===== config.mk =====
export PLATFORM = sky130hd
export DESIGN_NAME = clk_div_multi_flat
export DESIGN_NICKNAME = d
export VERILOG_FILES = /design/src/rtl/clk_div_multi_if.sv /design/src/rtl/clk_div_multi.sv /design/src/flat_wrapper.sv
export SDC_FILE = /design/constraint.sdc
export NUM_CORES = 1
export LEC_CHECK = 0
export BUFFER_PORTS_ARGS = -buffer_cell sky130_fd_sc_hd__buf_2
export CAP_MARGIN = 20
export CORE_UTILIZATION = 48
export DETAILED_ROUTE_END_ITERATION = 8
export GPL_ROUTABILITY_DRIVEN = 0
export PLACE_DENSITY = 0.75
export SLEW_MARGIN = 20
export SYNTH_ARGS = -nofsm -noshare
export SYNTH_HDL_FRONTEND = slang
export SYNTH_SLANG_ARGS = --single-unit

===== constraint.sdc =====
create_clock -name CLK -period 1.8 [get_ports CLK]
set_input_delay 0.18 -clock CLK [delete_from_list [all_inputs] [get_ports CLK]]
set_output_delay 0.18 -clock CLK [all_outputs]
set_load 0.05 [all_outputs]

===== src/rtl/clk_div_multi_if.sv =====
// Configuration and output bundle for clk_div_multi: per-channel enable/half-period in,
// divided clocks, rising-edge ticks and the lock flag out.
interface clk_div_multi_if #(
  parameter int NCH = 2,
  parameter int CW  = 4
);
  logic [NCH-1:0]    en;
  logic [NCH*CW-1:0] div;
  logic [NCH-1:0]    clk_out;
  logic [NCH-1:0]    tick;
  logic              locked;

  modport master (output en, div, input clk_out, tick, locked);
  modport slave  (input en, div, output clk_out, tick, locked);
endinterface


===== src/rtl/clk_div_multi.sv =====
// Multi-channel programmable clock divider with a one-cycle tick on each divided-clock rise.
// Define CLKDIV_LOCK_EN to build the lock counter; otherwise locked is high one edge after reset.
module clk_div_multi #(
  parameter int NCH         = 2,
  parameter int CW          = 4,
  parameter int LOCK_CYCLES = 16
) (
  input  logic           CLK,
  input  logic           reset,
  clk_div_multi_if.slave bus
);

  if (NCH < 1 || NCH > 8 || CW < 1 || LOCK_CYCLES < 1) begin : g_param_check
    $error("clk_div_multi: parameter out of range");
  end

  function automatic logic [CW-1:0] eff_div(input logic [CW-1:0] d);
    return (d == '0) ? CW'(1) : d;
  endfunction

  logic [NCH-1:0][CW-1:0] cfg_div;
  logic [NCH-1:0][CW-1:0] cnt_q, cnt_d;
  logic [NCH-1:0][CW-1:0] act_q, act_d;
  logic [NCH-1:0]         clk_q, clk_d;
  logic [NCH-1:0]         tick_q, tick_d;
  logic                   locked_q, locked_d;

  always_comb begin
    for (int i = 0; i < NCH; i++) cfg_div[i] = eff_div(bus.div[i*CW +: CW]);
  end

  // A new half-period is only adopted at a toggle, so a div change never truncates a phase.
  always_comb begin
    // NOTE: every output of this block gets a default first so no path leaves it unassigned (no latches).
    cnt_d  = cnt_q;
    act_d  = act_q;
    clk_d  = clk_q;
    tick_d = '0;
    for (int i = 0; i < NCH; i++) begin
      if (!bus.en[i]) begin
        cnt_d[i] = '0;
        clk_d[i] = 1'b0;
        act_d[i] = cfg_div[i];
      end else if (cnt_q[i] == act_q[i] - CW'(1)) begin
        cnt_d[i]  = '0;
        clk_d[i]  = ~clk_q[i];
        act_d[i]  = cfg_div[i];
        tick_d[i] = ~clk_q[i];
      end else begin
        cnt_d[i] = cnt_q[i] + CW'(1);
      end
    end
  end

`ifdef CLKDIV_LOCK_EN
  localparam int            LW       = $clog2(LOCK_CYCLES + 1);
  localparam logic [LW-1:0] LOCK_MAX = LW'(LOCK_CYCLES);

  logic [LW-1:0]  lock_cnt_q, lock_cnt_d;
  logic [NCH-1:0] en_prev_q;
  logic           restart;

  // Restart on any enable edge or on a toggle that adopts a different half-period.
  always_comb begin
    restart = (bus.en != en_prev_q);
    for (int i = 0; i < NCH; i++) begin
      if (bus.en[i] && (cnt_q[i] == act_q[i] - CW'(1)) && (cfg_div[i] != act_q[i]))
        restart = 1'b1;
    end
    lock_cnt_d = lock_cnt_q;
    if (restart)                    lock_cnt_d = '0;
    else if (lock_cnt_q < LOCK_MAX) lock_cnt_d = lock_cnt_q + LW'(1);
    locked_d = !restart && (lock_cnt_d == LOCK_MAX);
  end

  always_ff @(posedge CLK) begin
    if (reset) lock_cnt_q <= '0;
    else       lock_cnt_q <= lock_cnt_d;
    // Tracked through reset so a steady enable at release is not seen as a change.
    en_prev_q <= bus.en;
  end
`else
  always_comb locked_d = 1'b1;
`endif

  always_ff @(posedge CLK) begin
    // NOTE: state registers use non-blocking assignments so every flop samples pre-edge values.
    if (reset) begin
      cnt_q    <= '0;
      act_q    <= cfg_div;
      clk_q    <= '0;
      tick_q   <= '0;
      locked_q <= 1'b0;
    end else begin
      cnt_q    <= cnt_d;
      act_q    <= act_d;
      clk_q    <= clk_d;
      tick_q   <= tick_d;
      locked_q <= locked_d;
    end
  end

  assign bus.clk_out = clk_q;
  assign bus.tick    = tick_q;
  assign bus.locked  = locked_q;

endmodule

===== src/flat_wrapper.sv =====
// flat-port wrapper written by rule: the top's interface ports become plain ports
module clk_div_multi_flat 
#(
  parameter int NCH         = 2,
  parameter int CW          = 4,
  parameter int LOCK_CYCLES = 16
)
  (CLK, reset, bus_en, bus_div, bus_clk_out, bus_tick, bus_locked);
  clk_div_multi_if #(.NCH(NCH), .CW(CW)) bus_i ();
  input  logic CLK;
  input  logic reset;
  input wire logic [$bits(bus_i.en)-1:0] bus_en;
  input wire logic [$bits(bus_i.div)-1:0] bus_div;
  output wire logic [$bits(bus_i.clk_out)-1:0] bus_clk_out;
  output wire logic [$bits(bus_i.tick)-1:0] bus_tick;
  output wire logic [$bits(bus_i.locked)-1:0] bus_locked;
  assign bus_i.en = bus_en;
  assign bus_i.div = bus_div;
  assign bus_clk_out = bus_i.clk_out;
  assign bus_tick = bus_i.tick;
  assign bus_locked = bus_i.locked;
  clk_div_multi #(.NCH(NCH), .CW(CW), .LOCK_CYCLES(LOCK_CYCLES)) u_core (.CLK(CLK), .reset(reset), .bus(bus_i));
endmodule

Word-level counts from Yosys, hierarchy flattened
Index checks and enable logic that the tools add are counted.
{"block": "totals", "reg_bits": 21, "inputBits": 12, "output_inout_bits": 5, "word_cells": 39}
{"block": "op_classes", "add_sub_neg": 4, "n_eq_ne": 4, "mux": 8, "bitwise_logic": 6, "n_reduce_logical": 8}
{"op": "$mux 4", "count": 6}
{"op": "$reduce_or 3->1", "count": 4}
{"op": "$add 4x1->4 const B", "count": 2}
{"op": "$eq 4x4->1", "count": 2}
{"op": "$logic_not 4->1", "count": 2}
{"op": "$mux 8", "count": 1}
{"op": "$sub 4x1->4 const B", "count": 2}
{"op": "$ne 3x2->1 const B", "count": 2}
{"op": "$not 1->1", "count": 6}
{"op": "$reduce_or 2->1", "count": 2}
{"op": "$mux 1", "count": 1}

Longest topological paths before layout
{"block": "logic_depth", "word_depth": 5, "mapped_depth": 6, "ltp_nobuf": 6}

Worst setup path after synthesis
No wires, ideal clock.
{"block": "synth_path", "path_type": "flip-flop to flip-flop", "from": "register u_core.act_q[0] in the netlist's numbering", "to": "register u_core.act_q[0] in the netlist's numbering, enable pin", "arrival_ns": 1.493, "required_ns": 1.493, "slack_ns": 0.000, "path_stages_with_launch": 7, "n_path_buf": 0, "period_less_slack_ns": 1.800, "path_cell_list": "edfxtp_1 inv_1 ha_1 xnor3_1 nand3_1 or2_2 nand2_1"}
{"block": "synth_between", "elab_chain_cells": 3}
{"element": "start, declared", "line": "clk_div_multi.sv:23", "source": "logic [NCH-1:0][CW-1:0] act_q, act_d;"}
{"element": "start signal, assigned", "line": "clk_div_multi.sv:90", "source": "act_q <= cfg_div;"}
{"element": "start signal, assigned", "line": "clk_div_multi.sv:96", "source": "act_q <= act_d;"}
{"element": "$sub 4x1->4", "line": "clk_div_multi.sv:44", "source": "end else if (cnt_q[i] == act_q[i] - CW'(1)) begin"}
{"element": "$eq 4x4->1", "line": "clk_div_multi.sv:44"}
{"element": "$ne 3x2->1 (no source line)"}
Every way passes these cells.
A chain may end at the register's enable or synchronous reset.

Worst setup path in the final report
{"block": "layout_path", "from": "register u_core.act_q[4] in the netlist's numbering", "to": "register u_core.act_q[7] in the netlist's numbering, enable pin"}
Same word-level chain as after synthesis.

==> out/metrics.json <==
{
  "detailed_routing": {
    "drt_iter0_drc": 10,
    "vias": 711,
    "drt_pass1_iterations": 4,
    "wirelength_um": 1520,
    "routed_via_density": 5.08,
    "antenna_left": 0,
    "drc_errors": 0,
    "route.detailed.wl_per_inst_um": 10.8
  },
  "power_and_ir_drop": {
    "total_leakage_power_nw": 0.509,
    "pwr-share-seq_pct": 56.4,
    "comb_power_share_pct": 19.5,
    "power.ir.vdd_worst_mv": 0.432,
    "pwr-share-clk_pct": 24.0,
    "p_int_mw": 0.699,
    "power-per-cell-area_nw_per_um2": 795,
    "p_switching_mw": 0.252,
    "power.share.switching_pct": 26.5
  },
  "clocking": {
    "clock_tree.buffer_depth": 2,
    "path_clk_slew_ps": 110,
    "clk_root_buf": "sky130_fd_sc_hd__clkbuf_4",
    "clkSinkCount": 21,
    "htreeDepth": 1,
    "worst_skew_pair.late_latency_ps": 310,
    "cts_tree": "done",
    "cts_made_buffers": 3
  },
  "layout": {
    "final_core_util_pct": 66.3,
    "layout.area.seq_um2": 500,
    "layout.filler_cells": 161,
    "multi_input_comb_area_um2": 463,
    "insertedDiodeCount": 0,
    "stdcell_area_um2": 1190,
    "areaGrowthSynthToFinish_pct": 24.3,
    "design.final.nets": 132,
    "drive_gt1_share_pct": 35.7
  },
  "place": {
    "dp_hpwl_um": 1130,
    "dpl_cell_area_um2": 1100,
    "number_of_i_o_port_buffers": 16
  },
  "floorplanning": {
    "die-height_um": 46.7,
    "core_um2": 1800,
    "num_io_pins": 17,
    "die_area_um2": 2180,
    "initial_utilization_pct": 53.3,
    "placement_rows": 15,
    "die_width_um": 46.7
  },
  "global_routing": {
    "grt_pass1_vias": 628,
    "grt_total_ovfl": 0,
    "largest_net_degree_at_the_start_of_global_routing": 12,
    "first_pass_grt_wire_length_um": 2530,
    "antenna_violations_before_repair": 0,
    "globalRouteTotalUtil_pct": 16.9
  },
  "worst_setup_path": {
    "crit_chain": "inv_2 -> ha_4 -> xor2_1 -> nand2_1 -> or3_4 -> nand2_4",
    "timing.critical_path.slowest_stage_cell": "sky130_fd_sc_hd__edfxtp_1",
    "path_delay_family": "simple AND/OR/NAND/NOR gates",
    "crit_path_start_kind": "register",
    "slowest_delay_ps": 430,
    "crit_arrival_ps": 1780,
    "critical_path_required_ps": 1840,
    "worstPathBufferInverterCount": 1,
    "end_kind": "register",
    "cp_max_fo": 4,
    "timing_worst_setup_path_type": "register to register"
  },
  "synthesis": {
    "post_synth_num_cell_types": 23,
    "cell_count_after_synthesis": 92,
    "postSynthNetCount": 108,
    "post_synth.cell_area_avg_um2": 10.4,
    "seq_area_frac_synth_pct": 52.1,
    "synthesis.area_um2": 961,
    "synth-seq-cells": 21,
    "ys.warnings.count": 0
  },
  "sta": {
    "min_period_ps": 1740,
    "fmax_mhz": 575,
    "skew_ps": 0.559,
    "actual_transition_at_the_worst_max_transition_pin_ps": 362,
    "slew_violations": 0,
    "finalHoldViolations": 0,
    "maxSlewHeadroom_pct": 75.7,
    "final.period_utilization_pct": 96.6,
    "rsz0062_at_grt": "yes",
    "setup-violations-final": 0
  },
  "run_status": {
    "run_status": "finished, final reports clean"
  },
  "min_path": {
    "worstHoldPathType": "primary input to register"
  },
  "run": {
    "maxCapViolCount": 0
  }
}
[final cells by class]
| cell class | instances | area share, % |
|---|---|---|
| well taps | 25 | 2.62 |
| multi-input cells | 59 | 38.7 |
| flip-flops and latches | 21 | 41.9 |
| inverters | 6 | 1.88 |
| repair buffers | 25 | 12.7 |
| clock buffers | 4 | 2.20 |
[per-stage QoR]
stage               hold slack [ps]  worst slack (ps)  TNS (ps)  std cells  total power, mW
floorplan                       269              30.1         0         92            0.649
global placement                372              31.1         0        134            0.703
detailed placement              374             -10.8     -42.9        134            0.709
CTS                            39.7              13.1         0        138            0.940
global route                   30.4             -23.0     -65.1        140             1.00
finish                         52.8              60.5         0        140            0.950
[what timing repair did]
action	CTS	global route
setup buffers	0	2
pin swaps	0	7
resized for setup	2	11
endpoints found under the setup margin	8	14
hold buffers	0	0
[final timing paths]
kind,from,end,slack (ps),depth (start not counted)
max reg2reg,u_core.act_q[4]$_SDFFCE_PN1P_,u_core.act_q[7]$_SDFFCE_PN0P_,60,6
min,bus_div[6],u_core.act_q[6]$_SDFFCE_PN0P_,50,1
min reg2reg,u_core.bus.clk_out[0]$_SDFFE_PP0N_,u_core.bus.tick[0]$_SDFF_PP0_,480,1
max,u_core.act_q[4]$_SDFFCE_PN1P_,u_core.act_q[7]$_SDFFCE_PN0P_,60,6
[sequential cells by signal (all words and copies together) (netlist names)]
name / cells
u_core.act_q: 8
u_core.bus.clk_out: 2
u_core.bus.locked: 1
u_core.bus.tick: 2
u_core.cnt_q: 8
[synth_stat cells]
cell	number	share of area [%]
sky130_fd_sc_hd__xnor2_1	8	7.3
sky130_fd_sc_hd__xor2_1	6	5.5
sky130_fd_sc_hd__or3_1	2	1.3
sky130_fd_sc_hd__xnor3_1	1	2.3
sky130_fd_sc_hd__inv_1	6	2.3
sky130_fd_sc_hd__dfxtp_1	13	27
sky130_fd_sc_hd__nand2_1	6	2.3
sky130_fd_sc_hd__nand3_1	4	2.1
sky130_fd_sc_hd__and3_1	3	2.0
sky130_fd_sc_hd__nor3b_1	1	0.78
sky130_fd_sc_hd__nor2b_1	2	1.3
sky130_fd_sc_hd__or2_2	3	2.0
sky130_fd_sc_hd__o31ai_1	1	0.78
sky130_fd_sc_hd__nor2_1	1	0.39
sky130_fd_sc_hd__nor3_1	9	4.7
sky130_fd_sc_hd__o311ai_0	1	0.91
sky130_fd_sc_hd__nor3_2	1	1.0
sky130_fd_sc_hd__ha_1	4	5.2
sky130_fd_sc_hd__o21ai_0	2	1.0
sky130_fd_sc_hd__clkbuf_1	6	2.3
sky130_fd_sc_hd__or4_1	1	0.78
sky130_fd_sc_hd__a21oi_1	3	1.6
sky130_fd_sc_hd__edfxtp_1	8	25
[routing by layer]
metal	part of all wire [%]	track usage, %
met2	45	25.8
met5	0	0
met1	49	22.9
met4	1.6	8.57
met3	4.2	3.46
[cell usage in the layout (no fill, tap or decap), drive strengths merged]
| master | netlist | final |
|---|---|---|
| nor3b | 1 | 1 |
| nor2b | 2 | 2 |
| nand2 | 6 | 6 |
| inv | 6 | 6 |
| and3 | 3 | 3 |
| xor2 | 6 | 6 |
| xnor2 | 8 | 8 |
| o31ai | 1 | 1 |
| o21ai | 2 | 2 |
| buf | 0 | 25 |
| edfxtp | 8 | 8 |
| or2 | 3 | 3 |
| clkbuf | 6 | 4 |
| or3 | 2 | 2 |
| dfxtp | 13 | 13 |
| nand3 | 4 | 4 |
| a21oi | 3 | 3 |
| ha | 4 | 4 |
| nor2 | 1 | 1 |
| o311ai | 1 | 1 |
| nor3 | 10 | 10 |
| xnor3 | 1 | 1 |
| or4 | 1 | 1 |
[cells by family (layout without fill, tap and decap cells)]
kind of cell | Yosys count | after routing | share of synthesized area (%)
AOI/OAI and AO/OA | 7 | 7 | 4.30
xor gates and xnor gates | 15 | 15 | 15.1
adders and majority gates | 4 | 4 | 5.21
buffers and inverters | 12 | 35 | 4.69
DFF | 21 | 21 | 52.1
and+or+nand+nor | 33 | 33 | 18.6
[power groups by stage]
stage                     registers (mW)  clock network [mW]  logic (mW)
final                              0.536               0.229       0.186
after detailed placement           0.547                   0       0.162
after CTS                          0.536               0.239       0.165
after global routing               0.540               0.259       0.205
after global placement             0.546                   0       0.158
after floorplan                    0.558                   0      0.0903
Note: power is estimated with default switching activity, not from simulation.
